## src/rtl/uart_tx_queue_pkg.sv

```systemverilog
// Shared definitions for the UART transmit queue: launch FSM states and the
// default transmitter-idle encoding.
package uart_tx_queue_pkg;

  typedef enum logic [1:0] {
    Q_IDLE = 2'd0,
    Q_LOAD = 2'd1,
    Q_WAIT = 2'd2
  } q_state_t;

  localparam logic [2:0] UART_TX_IDLE_ST = 3'd0;

endpackage

```

## src/rtl/uart_tx_queue_sync_fifo.sv

```systemverilog
// sync_fifo_param: single-clock FIFO with registered count/full/empty.
// Head of queue is presented combinationally on rd_data. Reused by the receive side.
module sync_fifo_param #(
  parameter int unsigned AW = 4,
  parameter int unsigned DW = 8
) (
  input  logic          clk,
  input  logic          n_rst,
  input  logic          wr_en,
  input  logic [DW-1:0] wr_data,
  input  logic          rd_en,
  output logic [DW-1:0] rd_data,
  output logic          full,
  output logic          empty,
  output logic [AW:0]   count
);

  localparam logic [AW:0] FULL_CNT = {1'b1, {AW{1'b0}}};

  logic [DW-1:0] mem [2**AW];
  logic [AW-1:0] wr_ptr;
  logic [AW-1:0] rd_ptr;
  logic [AW:0]   count_nxt;
  logic          wr_ok;
  logic          rd_ok;

  // Writes are gated by the registered full flag, pops by the registered empty flag.
  always_comb begin
    wr_ok     = wr_en && !full;
    rd_ok     = rd_en && !empty;
    count_nxt = count;
    case ({wr_ok, rd_ok})
      2'b10:   count_nxt = count + 1'b1;
      2'b01:   count_nxt = count - 1'b1;
      default: count_nxt = count;
    endcase
  end

  // Storage array; no reset needed on the data itself.
  always_ff @(posedge clk) begin
    if (wr_ok) mem[wr_ptr] <= wr_data;
  end

  // Pointers wrap naturally at 2**AW; flags are registered from the next count.
  always_ff @(posedge clk or negedge n_rst) begin
    if (!n_rst) begin
      wr_ptr <= '0;
      rd_ptr <= '0;
      count  <= '0;
      full   <= 1'b0;
      empty  <= 1'b1;
    end else begin
      if (wr_ok) wr_ptr <= wr_ptr + 1'b1;
      if (rd_ok) rd_ptr <= rd_ptr + 1'b1;
      count <= count_nxt;
      full  <= (count_nxt == FULL_CNT);
      empty <= (count_nxt == '0);
    end
  end

  assign rd_data = mem[rd_ptr];

endmodule

```

## src/rtl/uart_tx_queue.sv

```systemverilog
// uart_tx_queue: byte queue and launch controller feeding the UART transmitter.
// Optional drain interrupt (irq_en/irq) is built when UART_TXQ_IRQ_EN is defined.
module uart_tx_queue
  import uart_tx_queue_pkg::*;
#(
  parameter int unsigned AW         = 4,
  parameter logic [2:0]  TX_IDLE_ST = UART_TX_IDLE_ST
) (
  input  logic        clk,
  input  logic        n_rst,
  input  logic        wr_en,
  input  logic [7:0]  wr_data,
  input  logic        clr_ovf,
  input  logic [2:0]  tx_state,
  output logic        tx_send,
  output logic [7:0]  tx_data,
  output logic        full,
  output logic        empty,
  output logic [AW:0] count,
  output logic        ovf,
  output logic        busy
`ifdef UART_TXQ_IRQ_EN
  ,
  input  logic        irq_en,
  output logic        irq
`endif
);

  q_state_t   state;
  q_state_t   state_nxt;
  logic       pop;
  logic       tx_idle;
  logic [7:0] head;

  sync_fifo_param #(
    .AW (AW),
    .DW (8)
  ) u_fifo (
    .clk     (clk),
    .n_rst   (n_rst),
    .wr_en   (wr_en),
    .wr_data (wr_data),
    .rd_en   (pop),
    .rd_data (head),
    .full    (full),
    .empty   (empty),
    .count   (count)
  );

  assign tx_idle = (tx_state == TX_IDLE_ST);

  // Launch FSM next-state: pop when idle with data, hold request until the
  // transmitter leaves idle, then wait for the frame to finish.
  always_comb begin
    state_nxt = state;
    pop       = 1'b0;
    case (state)
      Q_IDLE: begin
        if (!empty && tx_idle) begin
          pop       = 1'b1;
          state_nxt = Q_LOAD;
        end
      end
      Q_LOAD: begin
        if (!tx_idle) state_nxt = Q_WAIT;
      end
      Q_WAIT: begin
        if (tx_idle) state_nxt = Q_IDLE;
      end
      default: state_nxt = Q_IDLE;
    endcase
  end

  // State, launch request and the byte register presented to the transmitter.
  always_ff @(posedge clk or negedge n_rst) begin
    if (!n_rst) begin
      state   <= Q_IDLE;
      tx_send <= 1'b0;
      tx_data <= '0;
    end else begin
      state   <= state_nxt;
      tx_send <= (state_nxt == Q_LOAD);
      if (pop) tx_data <= head;
    end
  end

  // Sticky overflow: a dropped write outranks a simultaneous clear.
  always_ff @(posedge clk or negedge n_rst) begin
    if (!n_rst) begin
      ovf <= 1'b0;
    end else if (wr_en && full) begin
      ovf <= 1'b1;
    end else if (clr_ovf) begin
      ovf <= 1'b0;
    end
  end

  assign busy = !empty || (state != Q_IDLE);

`ifdef UART_TXQ_IRQ_EN
  // One-cycle drain pulse when the last frame finishes with nothing queued.
  always_ff @(posedge clk or negedge n_rst) begin
    if (!n_rst) begin
      irq <= 1'b0;
    end else begin
      irq <= irq_en && (state == Q_WAIT) && tx_idle && empty;
    end
  end
`endif

endmodule

```

## config.mk

```make
export PLATFORM = sky130hd
export DESIGN_NAME = uart_tx_queue
export DESIGN_NICKNAME = d
export VERILOG_FILES = /design/src/rtl/uart_tx_queue_pkg.sv /design/src/rtl/uart_tx_queue_sync_fifo.sv /design/src/rtl/uart_tx_queue.sv
export SDC_FILE = /design/constraint.sdc
export NUM_CORES = 1
export LEC_CHECK = 0
export ABC_CLOCK_PERIOD_IN_PS = 3310
export CORE_MARGIN = 2
export CORE_UTILIZATION = 37
export DETAILED_ROUTE_END_ITERATION = 7
export PLACE_DENSITY_LB_ADDON = 0.3
export SETUP_SLACK_MARGIN = 0.15
export SYNTH_ARGS = -nofsm -noshare
export SYNTH_HDL_FRONTEND = slang
export SYNTH_SLANG_ARGS = --single-unit
```

## constraint.sdc

```tcl
create_clock -name clk -period 3.31 [get_ports clk]
set_input_delay 0.662 -clock clk [delete_from_list [all_inputs] [get_ports clk]]
set_output_delay 0.662 -clock clk [all_outputs]
set_load 0.05 [all_outputs]
```

==> results of run 1 <==
[where the power goes]
part,internal (µW),switching [µW]
sequential,2410,213
combinational,888,1070
clock,1160,724
[synthesized netlist by cell type (6+ instances only)]
cell type | count | share of area
xnor2_1 | 9 | 0.013
a21o_1 | 9 | 0.011
inv_1 | 6 | 0.0036
mux4_2 | 32 | 0.11
mux2i_1 | 17 | 0.027
nand2_1 | 15 | 0.0090
edfxtp_1 | 128 | 0.61
dfrtp_1 | 26 | 0.10
nor2_1 | 18 | 0.011
ha_1 | 7 | 0.014
o22ai_1 | 8 | 0.0080
clkbuf_1 | 9 | 0.0054
[stage by stage]
stage / utilization / std cells
after floorplan: - / 340
after global placement: 0.422 / 601
after detailed placement: 0.422 / 601
after CTS: 0.457 / 633
after global routing: 0.457 / 633
final: 0.457 / 633
[path summary, 6_finish.rpt]
check | start | slack, ns | to | depth (start not counted)
max | tx_state[1] | 0.50 | u_fifo.full | 11
min | tx_data[5] | 0.48 | tx_data[5] | 1
max reg2reg | state[1] | 0.77 | u_fifo.full | 10
min reg2reg | tx_data[5] | 0.48 | tx_data[5] | 1
max in group asynchronous | n_rst | 1.84 | u_fifo.empty | 2
min in group asynchronous | n_rst | 0.72 | u_fifo.wr_ptr[1] | 1
[state kept, by name (all words and copies together) (netlist names)]
| signal | cells |
|---|---|
| ovf | 1 |
| u_fifo.rd_ptr | 4 |
| tx_send | 1 |
| u_fifo.full | 1 |
| u_fifo.count | 5 |
| state | 2 |
| u_fifo.mem | 128 |
| u_fifo.empty | 1 |
| u_fifo.wr_ptr | 4 |
| tx_data | 8 |
[worst reg2reg max path, cell delays in order, from the launching register on]
cell and delay (ns):
dfrtp_1 0.41, nor4_1 0.32, buf_4 0.17, nand2_1 0.06
inv_1 0.10, ha_1 0.24, o21ai_0 0.20, a2111oi_4 0.40
a221oi_2 0.12, and4b_1 0.22, and3b_1 0.18
[layout make-up]
type / count / area, µm² / share of cell area
Clock inverter: 8 / 111 / 0.0147
Multi-Input combinational cell: 162 / 1650 / 0.218
Inverter: 6 / 22.5 / 0.00297
Clock buffer: 24 / 472 / 0.0622
Sequential cell: 155 / 4520 / 0.597
Timing Repair Buffer: 58 / 528 / 0.0697
Tap cell: 220 / 275 / 0.0363
[layer usage]
metal  wire length, µm  vias to the layer above
met1              5370                     1649
met2              5790                       75
li1                  -                     1467
met3               524                       13
met5                 0                        -
met4               155                        0
[cells by family (layout without fill, tap and decap cells)]
| logic type | Yosys count | count (layout) | synth area share |
|---|---|---|---|
| DFF | 155 | 155 | 0.721 |
| and+or+nand+nor | 65 | 65 | 0.0536 |
| muxes | 50 | 50 | 0.144 |
| AOI/OAI and AO/OA | 29 | 29 | 0.0349 |
| buffers and inverters | 23 | 96 | 0.0166 |
| xor gates and xnor gates | 11 | 11 | 0.0166 |
| adders and majority gates | 7 | 7 | 0.0140 |
==> flow_summary.yaml, run 1 <==
outcome:
  status: "finished, final reports clean"
place:
  placed_area_um2: 7000
  place_ws_ns: 0.0652
  place_congestion: 0.728
  io_buffer_count: 32
  hpwl_um: 7950
cells_and_area:
  nets: 422
  drive_gt1_frac: 0.228
  final_common_cell: "edfxtp_1"
  postLayoutCellArea_um2: 7580
  fill_cells: 1426
  layout_common_cells: "edfxtp_1, mux4_2, clkdlybuf4s50_1"
  diodes: 0
  syn2layout_area_growth_pct: 20.8
clocking:
  htreeDepth: 4
  clkTransAtPathRegs_ns: 0.05
  post_cts_buffers: 0
  cts.path.max_buffers: 2
  ctsHoldBuffers: 0
  cts_resized: 0
  numCtsBuffers: 17
  clkSinkCount: 155
  cts_tree: "done"
  cts-root-buf: "clkbuf_16"
  insertion_delay_ns: 0.42
sta:
  setup_viol: 0
  rsz0062_at_grt: "false"
  timing.fmax_mhz: 356
  period_share: 0.849
  hold_slack_ns: 0.483
  setup_ws_ns: 0.499
  drv_slew: 0
  max_slew_margin: 0.446
  fin_setup_tns_ns: 0
  hold_viol: 0
  skew_ns: 0.0110
  min_period_ns: 2.81
  tightest_slew_ns: 0.829
synthesis:
  yosysWarningCount: 0
  netlist_area_um2: 6270
  syn_area_per_cell_um2: 18.5
  ys_seq_area_frac: 0.721
  postSynthCellCount: 340
  synth.distinct_cells: 44
  yosys_most_used_dff: "edfxtp_1"
  ys_ff_latch: 155
  synth-edff-count: 128
  synthArstFlopShare: 0.174
  synth_nets: 362
flow_run:
  timing.max_cap.violations: 0
power:
  peakVddDrop_v: 0.000461
  power.density_nw_per_um2: 853
  power.leakage_uw: 0.00264
  p_total_uw: 6470
floorplan:
  die_w_um: 134
  die_area_um2: 18000
  initial_core_util: 0.378
  core_um2: 16600
  num_rows: 47
  die_y_um: 134
  boundaryPins: 33
global_route:
  grt_util_met2: 0.230
  grt_max_degree: 35
  globalRouteMet3Util: 0.0423
  grt_util_all_layers: 0.143
  grt-ovfl-total: 0
  grt_busiest_layer: "met2"
  grt_pass1_wl_um: 18900
  globalRouteMet1Util: 0.185
  grt_pass1_vias: 3405
  antenna_found_initial: 0
setup_path:
  cp_slowest_cell: "clkdlybuf4s50_1"
  cp_max_fo: 6
  end_kind: "flop"
  cp-start-kind: "input pin"
  critical_path_required_ns: 3.61
  crit_buf_inv: 3
  cp_cell_sequence: "clkdlybuf4s50_1 > nor4_1 > buf_4 > nand2_1 > inv_1 > ha_1 > o21ai_0 > a2111oi_4 > a221oi_2 > and4b_1 > and3b_1"
  critPathArrivalTime_ns: 3.11
  path_delay_family: "simple AND/OR/NAND/NOR gates"
  slowest_delay_ns: 0.44
  critPathKind: "input pin to flop"
detailed_routing:
  vias: 3204
  wl_per_cell_um: 18.7
  drc: 0
  drt_iter0_drc: 142
  via_per_inst: 5.06
  drt-total-wl_um: 11800
  postRouteAntennaNets: 0
  first_pass_iters: 4
hold_path:
  hold_class: "flop to flop"
Power figures use the tool's default switching activity.
==> run 2: changes to the inputs <==
--- a/config.mk
+++ b/config.mk
@@ -5,7 +5,7 @@
 export SDC_FILE = /design/constraint.sdc
 export NUM_CORES = 1
 export LEC_CHECK = 0
-export ABC_CLOCK_PERIOD_IN_PS = 3310
+export ABC_CLOCK_PERIOD_IN_PS = 2700
 export CORE_MARGIN = 2
 export CORE_UTILIZATION = 37
 export DETAILED_ROUTE_END_ITERATION = 7
==> constraint.sdc (replaced) <==
create_clock -name clk -period 2.7 [get_ports clk]
set_input_delay 0.54 -clock clk [delete_from_list [all_inputs] [get_ports clk]]
set_output_delay 0.54 -clock clk [all_outputs]
set_load 0.05 [all_outputs]
==> run 2 against run 1 <==
Against the previous run:
- register-to-register slack got worse by 0.42 ns
- combinational power up 30%
- final area grew 2.0%
==> flow_summary.yaml, run 2 (synthesis results as in run 1) <==
setup_path:
  r2r_slack_ns: 0.35
  worstReg2RegStart: "state[1]"
  r2r_end: "u_fifo.full"
  worstRegToRegCells: 11
  critPathKind: "input pin to flop"
  critical_path_required_ns: 3.01
  cp_slowest_cell: "clkdlybuf4s50_1"
  end_kind: "flop"
  slowest_delay_ns: 0.42
  cp_max_fo: 3
  critPathArrivalTime_ns: 2.74
  crit_start: "tx_state[0]"
  cp-start-kind: "input pin"
  cp_cell_sequence: "clkdlybuf4s50_1 > nor4_1 > buf_4 > nand3_2 > xnor2_2 > ha_2 > buf_4 > a21oi_2 > nor2b_1 > mux2i_1 > xnor2_2 > and3b_1"
  crit_buf_inv: 3
  path_delay_family: "buffers and inverters"
floorplan:
  die_y_um: 134
  boundaryPins: 33
  die_area_um2: 18000
  initial_core_util: 0.378
  core_um2: 16600
  num_rows: 47
  die_w_um: 134
sta:
  hold_slack_ns: 0.489
  timing.fmax_mhz: 411
  skew_ns: 0.00781
  max_slew_margin: 0.622
  drv_slew: 0
  min_period_ns: 2.43
  period_share: 0.901
  rsz0062_at_grt: "false"
  fin_setup_tns_ns: 0
  hold_viol: 0
  tightest_slew_ns: 0.565
  setup_ws_ns: 0.267
  setup_viol: 0
hold_path:
  hold_path_end: "tx_data[7]"
  worstHoldPathCells: 1
  min_from: "tx_data[7]"
  hold_class: "flop to flop"
power:
  internal-power_uw: 5470
  swShare: 0.318
  p_seq_frac: 0.400
  peakVddDrop_v: 0.000527
  comb_power_share: 0.317
  clkPwrFrac: 0.283
  p_sw_uw: 2550
  power.leakage_uw: 0.00273
  power.density_nw_per_um2: 1040
cells_and_area:
  regMostFlops: "u_fifo.mem"
  syn2layout_area_growth_pct: 23.3
  layout_common_cells: "edfxtp_1, buf_4, mux4_2"
  top_regs: "u_fifo.mem: 128 flops, tx_data: 8 flops, u_fifo.count: 5 flops"
  drive_gt1_frac: 0.276
  largest_reg_flops: 128
  final_util: 0.466
  final_common_cell: "edfxtp_1"
  nets: 437
  diodes: 0
detailed_routing:
  drc: 0
  drt_iter0_drc: 214
  wl_per_cell_um: 19.3
  postRouteAntennaNets: 0
  via_per_inst: 5.02
  vias: 3248
  drt-total-wl_um: 12500
  first_pass_iters: 6
clocking:
  insertion_delay_ns: 0.42
  clkSinkCount: 155
  numCtsBuffers: 17
  htreeDepth: 4
  ctsHoldBuffers: 0
  cts-root-buf: "clkbuf_16"
  clkTransAtPathRegs_ns: 0.06
  cts_tree: "done"
  cts.path.max_buffers: 2
place:
  io_buffer_count: 32
  hpwl_um: 7880
  place_ws_ns: -0.259
  place_congestion: 0.744
global_route:
  grt_pass1_vias: 3404
  antenna_found_initial: 0
  grt_pass1_wl_um: 19300
  grt_util_all_layers: 0.150
  grt_max_degree: 36
  grt-ovfl-total: 0
flow_run:
  timing.max_cap.violations: 0
outcome:
  status: "finished, final reports clean"
run 2: metal layers:
metal  wire (µm)  vias to the layer above  part of all wire  global-route usage
met5           0                        -                 0                   0
met4         182                        0             0.015              0.0637
met3         482                       12             0.039              0.0435
met2        6240                       76              0.50               0.239
met1        5560                     1654              0.45               0.194
li1            -                     1506                 -                   -
run 2: timing repair:
| action | 4_1_cts | 5_1_grt |
|---|---|---|
| setup endpoints to repair | 1 | 3 |
| gates resized for setup | 3 | 6 |
| pin swaps | 5 | 6 |
| buffers inserted | 1 | 1 |
run 2: how the worst max path moves through the flow:
stage | to | cells past startpoint | slack (ns)
floorplan | u_fifo.full | 9 | 0.17
global placement | u_fifo.full | 11 | -0.22
detailed placement | u_fifo.full | 11 | -0.26
CTS | u_fifo.full | 11 | 0.18
global route | u_fifo.full | 12 | 0.17
finish | u_fifo.full | 12 | 0.27
run 2: worst reg2reg max path, stage by stage, from the launching register on:
cell and delay, ns:
dfrtp_1 0.41, nor4_1 0.30, buf_4 0.17, nand3_2 0.09
xnor2_2 0.16, ha_2 0.18, buf_4 0.14, a21oi_2 0.12
nor2b_1 0.15, mux2i_1 0.12, xnor2_2 0.21, and3b_1 0.19
run 2: final cells by class:
| cell class | count | area, µm² |
|---|---|---|
| Inverter | 6 | 22.5 |
| Timing Repair Buffer | 73 | 656 |
| Tap cell | 220 | 275 |
| Fill cell | 1454 | 8850 |
| Clock buffer | 17 | 425 |
| Clock inverter | 14 | 149 |
| Sequential cell | 155 | 4520 |
| Multi-Input combinational cell | 162 | 1680 |
run 2: power by group through the flow:
stage	Sequential, µW	Clock (µW)	Combinational [µW]
after floorplan	3470	0	1460
after global placement	3230	0	2490
after detailed placement	3250	0	2520
after CTS	3200	2320	2550
after global routing	3250	2420	2730
final	3210	2270	2540
run 2: per-stage QoR:
stage | instance area (µm²) | power (µW) | cells
2_1_floorplan | 6270 | 4940 | 340
3_3_place_gp | 7110 | 5720 | 614
3_5_place_dp | 7110 | 5770 | 614
4_1_cts | 7700 | 8070 | 646
5_1_grt | 7730 | 8410 | 647
6_report | 7730 | 8020 | 647
